File: src/rtl/arb_pkg.sv
// Shared definitions for the round-robin bus arbiter.
//   - FSM state encodings (2-bit; 2'b11 is unused and recovers to IDLE)
//   - Default burst length used when the top-level parameter is not overridden
package arb_pkg;

  // Arbiter states. Kept as plain localparams so older tools and
  // netlist-level debug see stable, known bit patterns.
  localparam logic [1:0] IDLE  = 2'b00;
  localparam logic [1:0] GNT_A = 2'b01;
  localparam logic [1:0] GNT_B = 2'b10;

  // Default maximum consecutive grant cycles per requester.
  localparam int ARB_BURST_DEFAULT = 4;

endpackage

File: src/rtl/burst_counter.sv
// Hold counter that measures how long the current owner has held the bus.
// Ports:
//   clk      : rising-edge clock
//   rst      : synchronous active-high reset (clears the count)
//   i_clr    : synchronous clear, wins over increment
//   i_inc    : advance the count by one
//   o_expire : count has reached BURST-1, i.e. this is the owner's last cycle
module burst_counter #(
  parameter int BURST = 4,
  parameter int CW    = 4
) (
  input  logic clk,
  input  logic rst,
  input  logic i_clr,
  input  logic i_inc,
  output logic o_expire
);

  localparam logic [CW-1:0] LIMIT = CW'(BURST - 1);

  logic [CW-1:0] r_cnt;

  // The count saturates at LIMIT rather than wrapping; the arbiter always
  // clears or re-grants on expiry, so saturation is only a safety net.
  always_ff @(posedge clk) begin
    if (rst || i_clr) begin
      r_cnt <= '0;
    end else if (i_inc && (r_cnt != LIMIT)) begin
      r_cnt <= r_cnt + 1'b1;
    end
  end

  assign o_expire = (r_cnt == LIMIT);

endmodule

File: src/rtl/mux2.sv
// Two-input WIDTH-bit multiplexer shared by the bus masters.
// Ports:
//   i_a  : data routed to o_y when i_s = 0
//   i_b  : data routed to o_y when i_s = 1
//   i_s  : select
//   o_y  : selected data (purely combinational)
module mux2 #(
  parameter int WIDTH = 8
) (
  input  logic [WIDTH-1:0] i_a,
  input  logic [WIDTH-1:0] i_b,
  input  logic             i_s,
  output logic [WIDTH-1:0] o_y
);

  assign o_y = i_s ? i_b : i_a;

endmodule

File: src/rtl/rr_bus_arbiter.sv
// Two-requester round-robin arbiter driving the select line of a shared mux.
// Ports:
//   clk, rst       : clock and synchronous active-high reset
//   req_a, req_b   : bus requests from masters A and B
//   data_a, data_b : master data, WIDTH bits each
//   gnt_a, gnt_b   : registered grants, never both high
//   sel            : registered mux select (0 = A, 1 = B), holds while idle
//   q              : shared bus data, combinational through the mux
//   valid          : some master owns the bus this cycle
module rr_bus_arbiter
  import arb_pkg::*;
#(
  parameter int WIDTH = 8,
  parameter int BURST = ARB_BURST_DEFAULT,
  parameter int CW    = 4
) (
  input  logic             clk,
  input  logic             rst,
  input  logic             req_a,
  input  logic             req_b,
  input  logic [WIDTH-1:0] data_a,
  input  logic [WIDTH-1:0] data_b,
  output logic             gnt_a,
  output logic             gnt_b,
  output logic             sel,
  output logic [WIDTH-1:0] q,
  output logic             valid
);

  logic [1:0] r_state;
  logic       r_last;
  logic       r_sel;

  logic [1:0] w_nextState;
  logic       w_nextLast;
  logic       w_nextSel;
  logic       w_cntClr;
  logic       w_cntInc;
  logic       w_expire;

  // Hold counter for the current owner's burst.
  burst_counter #(
    .BURST (BURST),
    .CW    (CW)
  ) u_burstCounter (
    .clk      (clk),
    .rst      (rst),
    .i_clr    (w_cntClr),
    .i_inc    (w_cntInc),
    .o_expire (w_expire)
  );

  // Next-state logic. The counter is cleared on every path except
  // "owner keeps requesting and has budget left", so any fresh grant or
  // re-grant starts from zero. last records who just gave up (or
  // re-earned) the bus, and only matters for ties seen from IDLE.
  always_comb begin
    w_nextState = IDLE;
    w_nextLast  = r_last;
    w_cntClr    = 1'b1;
    w_cntInc    = 1'b0;
    case (r_state)
      IDLE: begin
        if (req_a && req_b) begin
          w_nextState = r_last ? GNT_A : GNT_B;
        end else if (req_a) begin
          w_nextState = GNT_A;
        end else if (req_b) begin
          w_nextState = GNT_B;
        end else begin
          w_nextState = IDLE;
        end
      end
      GNT_A: begin
        if (req_a && !w_expire) begin
          w_nextState = GNT_A;
          w_cntClr    = 1'b0;
          w_cntInc    = 1'b1;
        end else begin
          w_nextLast = 1'b0;
          if (req_b) begin
            w_nextState = GNT_B;
          end else if (req_a) begin
            w_nextState = GNT_A;
          end else begin
            w_nextState = IDLE;
          end
        end
      end
      GNT_B: begin
        if (req_b && !w_expire) begin
          w_nextState = GNT_B;
          w_cntClr    = 1'b0;
          w_cntInc    = 1'b1;
        end else begin
          w_nextLast = 1'b1;
          if (req_a) begin
            w_nextState = GNT_A;
          end else if (req_b) begin
            w_nextState = GNT_B;
          end else begin
            w_nextState = IDLE;
          end
        end
      end
      default: begin
        w_nextState = IDLE;
      end
    endcase
  end

  // The select follows the owner, but keeps its last value while idle so
  // the shared bus does not toggle when nobody is using it.
  always_comb begin
    w_nextSel = r_sel;
    if (w_nextState == GNT_A) begin
      w_nextSel = 1'b0;
    end else if (w_nextState == GNT_B) begin
      w_nextSel = 1'b1;
    end
  end

  // State, priority and select registers. Reset drops any burst in
  // flight immediately and hands the first tie to A.
  always_ff @(posedge clk) begin
    if (rst) begin
      r_state <= IDLE;
      r_last  <= 1'b1;
      r_sel   <= 1'b0;
    end else begin
      r_state <= w_nextState;
      r_last  <= w_nextLast;
      r_sel   <= w_nextSel;
    end
  end

  assign gnt_a = (r_state == GNT_A);
  assign gnt_b = (r_state == GNT_B);
  assign valid = gnt_a | gnt_b;
  assign sel   = r_sel;

  // Shared datapath through the existing mux.
  mux2 #(
    .WIDTH (WIDTH)
  ) u_mux (
    .i_a (data_a),
    .i_b (data_b),
    .i_s (r_sel),
    .o_y (q)
  );

endmodule

File: config.mk
export PLATFORM = sky130hd
export DESIGN_NAME = rr_bus_arbiter
export DESIGN_NICKNAME = d
export VERILOG_FILES = /design/src/rtl/arb_pkg.sv /design/src/rtl/burst_counter.sv /design/src/rtl/mux2.sv /design/src/rtl/rr_bus_arbiter.sv
export SDC_FILE = /design/constraint.sdc
export NUM_CORES = 1
export LEC_CHECK = 0
export BUFFER_PORTS_ARGS = -buffer_cell sky130_fd_sc_hd__buf_2
export CELL_PAD_IN_SITES_DETAIL_PLACEMENT = 0
export CELL_PAD_IN_SITES_GLOBAL_PLACEMENT = 1
export CORE_MARGIN = 5
export CORE_UTILIZATION = 27
export DETAILED_ROUTE_END_ITERATION = 10
export HOLD_SLACK_MARGIN = 0.08
export PLACE_DENSITY = 0.71
export SLEW_MARGIN = 25
export SYNTH_ARGS = -nofsm -noshare
export SYNTH_HDL_FRONTEND = slang
export SYNTH_SLANG_ARGS = --single-unit
export TNS_END_PERCENT = 50
File: constraint.sdc
create_clock -name clk -period 1.6 [get_ports clk]
set_input_delay 0.32 -clock clk [delete_from_list [all_inputs] [get_ports clk]]
set_output_delay 0.32 -clock clk [all_outputs]
set_load 0.01 [all_outputs]
==> reports/results.tsv, run 1 <==
metric	value	unit
synth_nets	88	
swShare	0.304	
die_h	56.7	um
rsz0062_at_grt	true	
grt_usage	0.0925	
worst_setup_path_end_kind	primary output	
dieArea	3220	um^2
vdd_ir_drop_max	340	uV
dp_hpwl	1.19	mm
core.rowCount	17	
slew_viol_final	0	
clkPwrFrac	0.251	
num-fill-cells	215	
start_util	0.274	
intPower	0.414	mW
worstPathRequired	1.28	ns
first_pass_iters	4	
combPwrFrac	0.365	
min_path_cells	2	
area_growth	52.0	%
yosysSeqAreaShare	0.272	
fin_crit_sh	0.978	
antenna_found_initial	0	
grt_pass1_wl	2.35	mm
drc	0	
synth_top_area_frac	0.272	
power_density	663	nW/um^2
clk_pin_slew	0.05	ns
die_w	56.7	um
routed_via_density	4.59	
antenna_left	0	
tritoncts	built	
netlist_instances	63	
arrival	1.24	ns
setup_ws	0.0351	ns
fmax	639	MHz
grt_max_degree	11	
hold_viol_final	0	
overflow	0	
place.gp.congestion	0.772	
finalNetCount	131	
start_kind	flip-flop	
drive_gt1_frac	0.606	
hold_buffers	0	
syn_area	589	um^2
slew_headroom	0.758	
ys_types	23	
setup_viol	0	
worstSetupPathType	flip-flop to primary output	
pwr-share-seq	0.384	
holdPathEnd	r_state[0]	
max_slew.worst_pin.slew	0.362	ns
clock_latency	0.25	ns
reg2reg_from	u_burstCounter.r_cnt[0]	
grt_pass1_vias	586	
crit_path_max_fanout	3	
coreArea	2150	um^2
reg2reg_setup_slack	0.04	ns
wl_per_cell	11.2	um
p_leak	0.406	nW
drtIter0Drc	12	
synth_area_leaders	dfxtp_1 (27%), mux2_2 (15%), ha_1 (11%)	
synth-seq-cells	8	
skew	0.00571	ns
htreeDepth	1	
design_area	896	um^2
p_sw	0.180	mW
cts-root-buf	clkbuf_4	
yosys.area.top_type	dfxtp_1	
hold_class	input pin to flip-flop	
yosysWarnings	0	
cts_buffer_depth	2	
whs	0.298	ns
max_cap_violations	0	
status	complete, no violations	
reg2reg_depth	6	
min_from	rst	
insertedDiodeCount	0	
io_pins	32	
io_buffers	31	
power.total	0.594	mW
vias	606	
fin_crit	1.56	ns
postSynthAreaPerCell	9.35	um^2
numCtsBuffers	3	
timing.rr.end	sel	
cts_sinks	8	
post-place-ws	-0.0752	ns
placed_area	821	um^2
fin_tns_setup	0	ns
finalWirelength	1.48	mm
metrics by stage:
step,instances,util
2_1_floorplan,63,-
3_3_place_gp,127,0.382
3_5_place_dp,127,0.382
4_1_cts,131,0.401
5_1_grt,132,0.417
6_report,132,0.417
critical path, stage by stage (launching register included):
cell	delay (ns)
dfxtp_2	0.34
inv_1	0.06
ha_1	0.31
buf_4	0.15
buf_2	0.13
logic make-up after synthesis:
| logic type | count (synthesis) | synth area share |
|---|---|---|
| and+or+nand+nor | 20 | 0.193 |
| muxes | 11 | 0.204 |
| AOI/OAI and AO/OA | 10 | 0.142 |
| DFF | 8 | 0.272 |
| buffers and inverters | 6 | 0.0382 |
| adders and majority gates | 5 | 0.106 |
| xor gates and xnor gates | 3 | 0.0446 |
power by group through the flow:
stage               combinational, mW  clock, mW  sequential [mW]
CTS                             0.212      0.161            0.228
detailed placement              0.206          0            0.231
global placement                0.207          0            0.230
global route                    0.237      0.166            0.230
floorplan                       0.130          0            0.223
finish                          0.217      0.149            0.228
Yosys cell counts (all sizes together):
cell type	number
o21ai	2
o32ai	2
mux2i	3
nor2	7
xnor2	1
a31o	2
dfxtp	8
clkbuf	1
nor3b	2
o311ai	1
nand4	1
nand2b	3
a22oi	1
a311oi	1
nand2	6
mux2	8
ha	5
xor2	2
inv	5
nand4b	1
o21bai	1
sequential cells by signal, summed over array words and instances (netlist names):
signal / flops
r_last: 1
u_burstCounter.r_cnt: 4
sel: 1
r_state: 2
worst max path at each step:
| stage | startpoint | end | slack, ns | cells past startpoint |
|---|---|---|---|---|
| after floorplan | u_burstCounter.r_cnt[0] | sel | 0.03 | 6 |
| after global placement | r_state[0] | sel | -0.01 | 6 |
| final | r_state[0] | valid | 0.04 | 4 |
| after detailed placement | u_burstCounter.r_cnt[1] | sel | -0.08 | 6 |
| after global routing | r_state[1] | u_burstCounter.r_cnt[1] | -0.06 | 7 |
| after CTS | u_burstCounter.r_cnt[1] | sel | -0.03 | 6 |
area by class of cell:
cell class	count	area, um^2	share of cell area
Multi-Input combinational cell	49	438	0.489
Inverter	5	18.8	0.0209
Tap cell	28	35.0	0.0391
Clock buffer	3	22.5	0.0251
Timing Repair Buffer	39	215	0.240
Sequential cell	8	166	0.186
placed cells by master, fill, tap and decap left out:
master     n
mux2_2     8
nand4b_1   1
nand4_1    1
inv_1      5
mux2i_1    3
ha_4       1
o21ai_0    2
buf_2     31
ha_1       2
dfxtp_1    3
nor3b_4    2
o21bai_1   1
o311ai_1   1
clkbuf_4   3
a31o_1     1
a22oi_1    1
o32ai_1    1
nand2b_1   3
xnor2_1    1
o32ai_2    1
nor2_1     7
a311oi_2   1
ha_2       2
dfxtp_2    5
a31o_2     1
xor2_1     2
nand2_1    6
buf_4      8
layer usage:
| layer | global-route usage | up-vias | share of wire |
|---|---|---|---|
| li1 | - | 306 | - |
| met1 | 0.114 | 264 | 0.45 |
| met2 | 0.134 | 34 | 0.43 |
| met3 | 0.0184 | 2 | 0.10 |
| met4 | 0.0814 | 0 | 0.018 |
| met5 | 0 | - | 0 |
what timing repair did:
item | in CTS | in global routing
setup endpoints to repair | 10 | 5
hold endpoints to repair | 0 | 0
pin swaps | 0 | 3
setup buffers | 1 | 1
gates resized for setup | 5 | 7
No activity file was read; power rests on OpenSTA's default activity.
==> inputs of run 2 (changes only) <==
--- a/config.mk
+++ b/config.mk
@@ -5,14 +5,15 @@
 export SDC_FILE = /design/constraint.sdc
 export NUM_CORES = 1
 export LEC_CHECK = 0
+export ABC_CLOCK_PERIOD_IN_PS = 2000
 export BUFFER_PORTS_ARGS = -buffer_cell sky130_fd_sc_hd__buf_2
 export CELL_PAD_IN_SITES_DETAIL_PLACEMENT = 0
 export CELL_PAD_IN_SITES_GLOBAL_PLACEMENT = 1
 export CORE_MARGIN = 5
-export CORE_UTILIZATION = 27
+export CORE_UTILIZATION = 32
 export DETAILED_ROUTE_END_ITERATION = 10
 export HOLD_SLACK_MARGIN = 0.08
-export PLACE_DENSITY = 0.71
+export PLACE_DENSITY = 0.79
 export SLEW_MARGIN = 25
 export SYNTH_ARGS = -nofsm -noshare
 export SYNTH_HDL_FRONTEND = slang
==> constraint.sdc (replaced) <==
create_clock -name clk -period 2 [get_ports clk]
set_input_delay 0.4 -clock clk [delete_from_list [all_inputs] [get_ports clk]]
set_output_delay 0.4 -clock clk [all_outputs]
set_load 0.01 [all_outputs]
==> reports/results.tsv, run 2 (synthesis gave the netlist of run 1 again) <==
metric	value	unit
status	complete, no violations	
swShare	0.310	
finalNetCount	123	
cts_buffer_depth	2	
dieArea	2800	um^2
numCtsBuffers	3	
reg2reg_setup_slack	0.26	ns
top_regs	u_burstCounter.r_cnt: 4 flops, r_state: 2 flops	
cp-endpoint	sel	
vias	573	
final_cell_mix	buf_2 (31), mux2_2 (8), dfxtp_1 (8), nor2_1 (7), nand2_1 (6)	
tritoncts	built	
hold_viol_final	0	
clkPwrFrac	0.270	
grt_pass1_wl	2.28	mm
insertedDiodeCount	0	
vdd_ir_drop_max	261	uV
grt_usage	0.109	
start_kind	flip-flop	
worstSetupPathType	flip-flop to flip-flop	
max_slew.worst_pin.slew	0.391	ns
finalWirelength	1.40	mm
dp_hpwl	1.13	mm
worst_setup_path_end_kind	flip-flop	
slowest_delay	0.38	ns
place.gp.congestion	0.830	
cp_cell_sequence	ha_1 -> nor3b_4 -> mux2i_1 -> a31o_1 -> a311oi_2 -> o32ai_1	
num-fill-cells	183	
io_buffers	31	
clk_pin_slew	0.05	ns
timing.rr.end	sel	
cts_sinks	8	
setup_viol	0	
coreArea	1750	um^2
path_delay_family	compound AO/OA/AOI/OAI gates	
arrival	1.87	ns
htreeDepth	1	
slew_viol_final	0	
largest-register	u_burstCounter.r_cnt	
core.rowCount	15	
hold_buffers	0	
skew	0.00155	ns
worstPathRequired	2.13	ns
crit_start	u_burstCounter.r_cnt[0]	
slew_headroom	0.739	
start_util	0.338	
combPwrFrac	0.336	
fin_crit_sh	0.869	
max_cap_violations	0	
pwr-share-seq	0.394	
place_inst	118	
worst-path-buf-inv	0	
drc	0	
area_growth	34.8	%
antenna_found_initial	0	
io_pins	32	
largest_reg_flops	4	
crit_path_max_fanout	6	
grt_max_degree	11	
die_w	52.9	um
post_cts_buffers	0	
p_sw	0.143	mW
drive_gt1_frac	0.479	
post-route-util	0.455	
power_density	579	nW/um^2
power.total	0.460	mW
fmax	575	MHz
stdcell_count	121	
intPower	0.317	mW
rsz0062_at_grt	false	
routed_via_density	4.74	
cts-root-buf	clkbuf_4	
antenna_left	0	
cts_resized	0	
final_common_cell	buf_2	
grt_pass1_vias	527	
hold_class	input pin to flip-flop	
reg2reg_from	u_burstCounter.r_cnt[0]	
p_leak	0.363	nW
fin_tns_setup	0	ns
first_pass_iters	4	
die_h	52.9	um
min_path_cells	2	
crit_cells	6	
fin_crit	1.74	ns
clock_latency	0.25	ns
drtIter0Drc	17	
critPathSlowestCell	dfxtp_1	
wl_per_cell	11.5	um
reg2reg_depth	6	
overflow	0	
-- run 2: worst min-delay path by stage --
stage,startpoint,to
global route,rst,r_state[1]
global placement,u_burstCounter.r_cnt[1],u_burstCounter.r_cnt[1]
floorplan,r_last,r_last
CTS,rst,r_state[1]
detailed placement,u_burstCounter.r_cnt[1],u_burstCounter.r_cnt[1]
finish,rst,r_state[1]
-- run 2: layout make-up --
cell class | instances | area (um^2) | area share
multi-input combinational | 49 | 407 | 0.512
tap | 25 | 31.3 | 0.0394
sequential | 8 | 160 | 0.202
clock buffer | 3 | 22.5 | 0.0283
timing repair buffer | 31 | 155 | 0.195
inverter | 5 | 18.8 | 0.0236
-- run 2: worst reg2reg max path: cells and delay by family, from the launching register on --
kind / cells / cell delay [ns]
mux: 1 / 0.12
fa+ha+maj: 1 / 0.19
simple gates: 1 / 0.30
flops: 1 / 0.38
compound gates: 3 / 0.62
-- run 2: power by group through the flow --
stage                     Clock [mW]  Sequential [mW]  Combinational (mW)
final                          0.124            0.181               0.155
after global routing           0.140            0.183               0.171
after CTS                      0.127            0.181               0.156
after detailed placement           0            0.184               0.155
after global placement             0            0.184               0.156
after floorplan                    0            0.178               0.104
-- run 2: per-stage QoR --
stage / hold WS (ns) / setup slack, ns / instance area (um^2)
after floorplan: 0.471 / 0.428 / 589
after detailed placement: 0.523 / 0.305 / 772
after global placement: 0.518 / 0.290 / 772
after global routing: 0.378 / 0.0936 / 795
after CTS: 0.371 / 0.264 / 795
final: 0.382 / 0.262 / 795
-- run 2: metal layers --
| metal | part of all wire | vias to the layer above | global-route usage |
|---|---|---|---|
| met4 | 0.019 | 0 | 0.0681 |
| met1 | 0.45 | 253 | 0.150 |
| met5 | 0 | - | 0 |
| met2 | 0.47 | 24 | 0.151 |
| met3 | 0.060 | 4 | 0.0254 |
| li1 | - | 292 | - |
==> inputs of run 3 (changes only) <==
--- a/config.mk
+++ b/config.mk
@@ -5,15 +5,15 @@
 export SDC_FILE = /design/constraint.sdc
 export NUM_CORES = 1
 export LEC_CHECK = 0
-export ABC_CLOCK_PERIOD_IN_PS = 2000
+export ABC_CLOCK_PERIOD_IN_PS = 1700
 export BUFFER_PORTS_ARGS = -buffer_cell sky130_fd_sc_hd__buf_2
 export CELL_PAD_IN_SITES_DETAIL_PLACEMENT = 0
 export CELL_PAD_IN_SITES_GLOBAL_PLACEMENT = 1
 export CORE_MARGIN = 5
-export CORE_UTILIZATION = 32
+export CORE_UTILIZATION = 30
 export DETAILED_ROUTE_END_ITERATION = 10
 export HOLD_SLACK_MARGIN = 0.08
-export PLACE_DENSITY = 0.79
+export PLACE_DENSITY = 0.75
 export SLEW_MARGIN = 25
 export SYNTH_ARGS = -nofsm -noshare
 export SYNTH_HDL_FRONTEND = slang
==> constraint.sdc (replaced) <==
create_clock -name clk -period 1.7 [get_ports clk]
set_input_delay 0.34 -clock clk [delete_from_list [all_inputs] [get_ports clk]]
set_output_delay 0.34 -clock clk [all_outputs]
set_load 0.01 [all_outputs]
==> reports/results.tsv, run 3 (synthesis gave the netlist of run 1 again) <==
metric	value	unit
status	complete, no violations	
insertedDiodeCount	0	
worstSetupPathType	flip-flop to primary output	
die_h	54.3	um
power_density	652	nW/um^2
cts_buffer_depth	2	
layout.area.seq	163	um^2
htreeDepth	1	
area_growth	40.3	%
crit_path_max_fanout	10	
start_util	0.307	
grt_pass1_vias	583	
hold_buffers	0	
first_pass_iters	3	
max_slew.worst_pin.slew	0.370	ns
start_kind	flip-flop	
finalWirelength	1.31	mm
drc	0	
numCtsBuffers	3	
p_leak	0.378	nW
place.gp.congestion	0.720	
top_regs	u_burstCounter.r_cnt: 4 flops, r_state: 2 flops	
final_cell_mix	buf_2 (31), mux2_2 (8), nor2_1 (7), nand2_1 (6), dfxtp_1 (6)	
die_w	54.3	um
design_area	827	um^2
cts_sinks	8	
vias	589	
largest_reg_flops	4	
tritoncts	built	
io_buffers	31	
skew	0.00740	ns
fin_crit	1.63	ns
wl_per_cell	10.4	um
antenna_left	0	
routed_via_density	4.67	
coreArea	1920	um^2
grt_usage	0.0967	
hold_viol_final	0	
fmax	612	MHz
worstPathRequired	1.36	ns
fin_crit_sh	0.961	
post-place-ws	0.0356	ns
largest-register	u_burstCounter.r_cnt	
grt_pass1_wl	2.16	mm
final_common_cell	buf_2	
placed_area	782	um^2
rsz0062_at_grt	true	
fin_tns_setup	0	ns
overflow	0	
dp_hpwl	1.08	mm
clock_latency	0.25	ns
min_path_cells	2	
vdd_ir_drop_max	233	uV
clk_pin_slew	0.05	ns
slew_headroom	0.752	
cts-root-buf	clkbuf_4	
grt_max_degree	11	
drive_gt1_frac	0.535	
slew_viol_final	0	
core.rowCount	16	
arrival	1.29	ns
reg2reg_depth	7	
hold_class	input pin to flip-flop	
dieArea	2950	um^2
finalNetCount	126	
num-fill-cells	204	
worst_setup_path_end_kind	primary output	
setup_viol	0	
antenna_found_initial	0	
setup_ws	0.0657	ns
io_pins	32	
multi_input_comb_area	412	um^2
power.total	0.539	mW
drtIter0Drc	7	
max_cap_violations	0	
-- run 3: cell count changes in the layout (fill, tap and decap cells not counted), sizes merged --
| cell | change |
|---|---|
| buf | +3 |
-- run 3: repair_timing --
item	CTS	global route
resized for setup	0	4
setup buffers	0	2
setup endpoints to repair	0	11
-- run 3: cell type report --
type	instances	area share
flip-flops and latches	8	0.197
inverters	5	0.0227
multi-input cells	49	0.498
well taps	27	0.0408
clock buffers	3	0.0272
repair buffers	34	0.215
-- run 3: critical path: stages, from the launching register on --
cell	delay [ns]
dfxtp_1	0.53
mux2_2	0.38
buf_2	0.14
-- run 3: path summary, 6_finish.rpt --
path	from	to	slack (ns)
max	sel	q[0]	0.07
min	rst	r_state[1]	0.32
max reg2reg	u_burstCounter.r_cnt[0]	u_burstCounter.r_cnt[1]	0.09
min reg2reg	u_burstCounter.r_cnt[1]	u_burstCounter.r_cnt[1]	0.53
-- run 3: per-stage QoR --
step	hold slack [ns]	utilization	instances
floorplan	0.412	-	63
global placement	0.516	0.407	121
detailed placement	0.525	0.407	121
CTS	0.313	0.419	124
global route	0.325	0.430	126
finish	0.320	0.430	126
-- run 3: metal layers --
layer,part of all wire,vias up,GRT usage
met1,0.50,261,0.130
met3,0.070,0,0.00817
met2,0.43,30,0.153
li1,-,298,-
met4,0,0,0.0498
met5,0,-,0
-- run 3: report_power, final --
group / switching, mW / internal [mW]
Combinational: 0.0872 / 0.0976
Sequential: 0.0147 / 0.199
Clock: 0.0604 / 0.0805
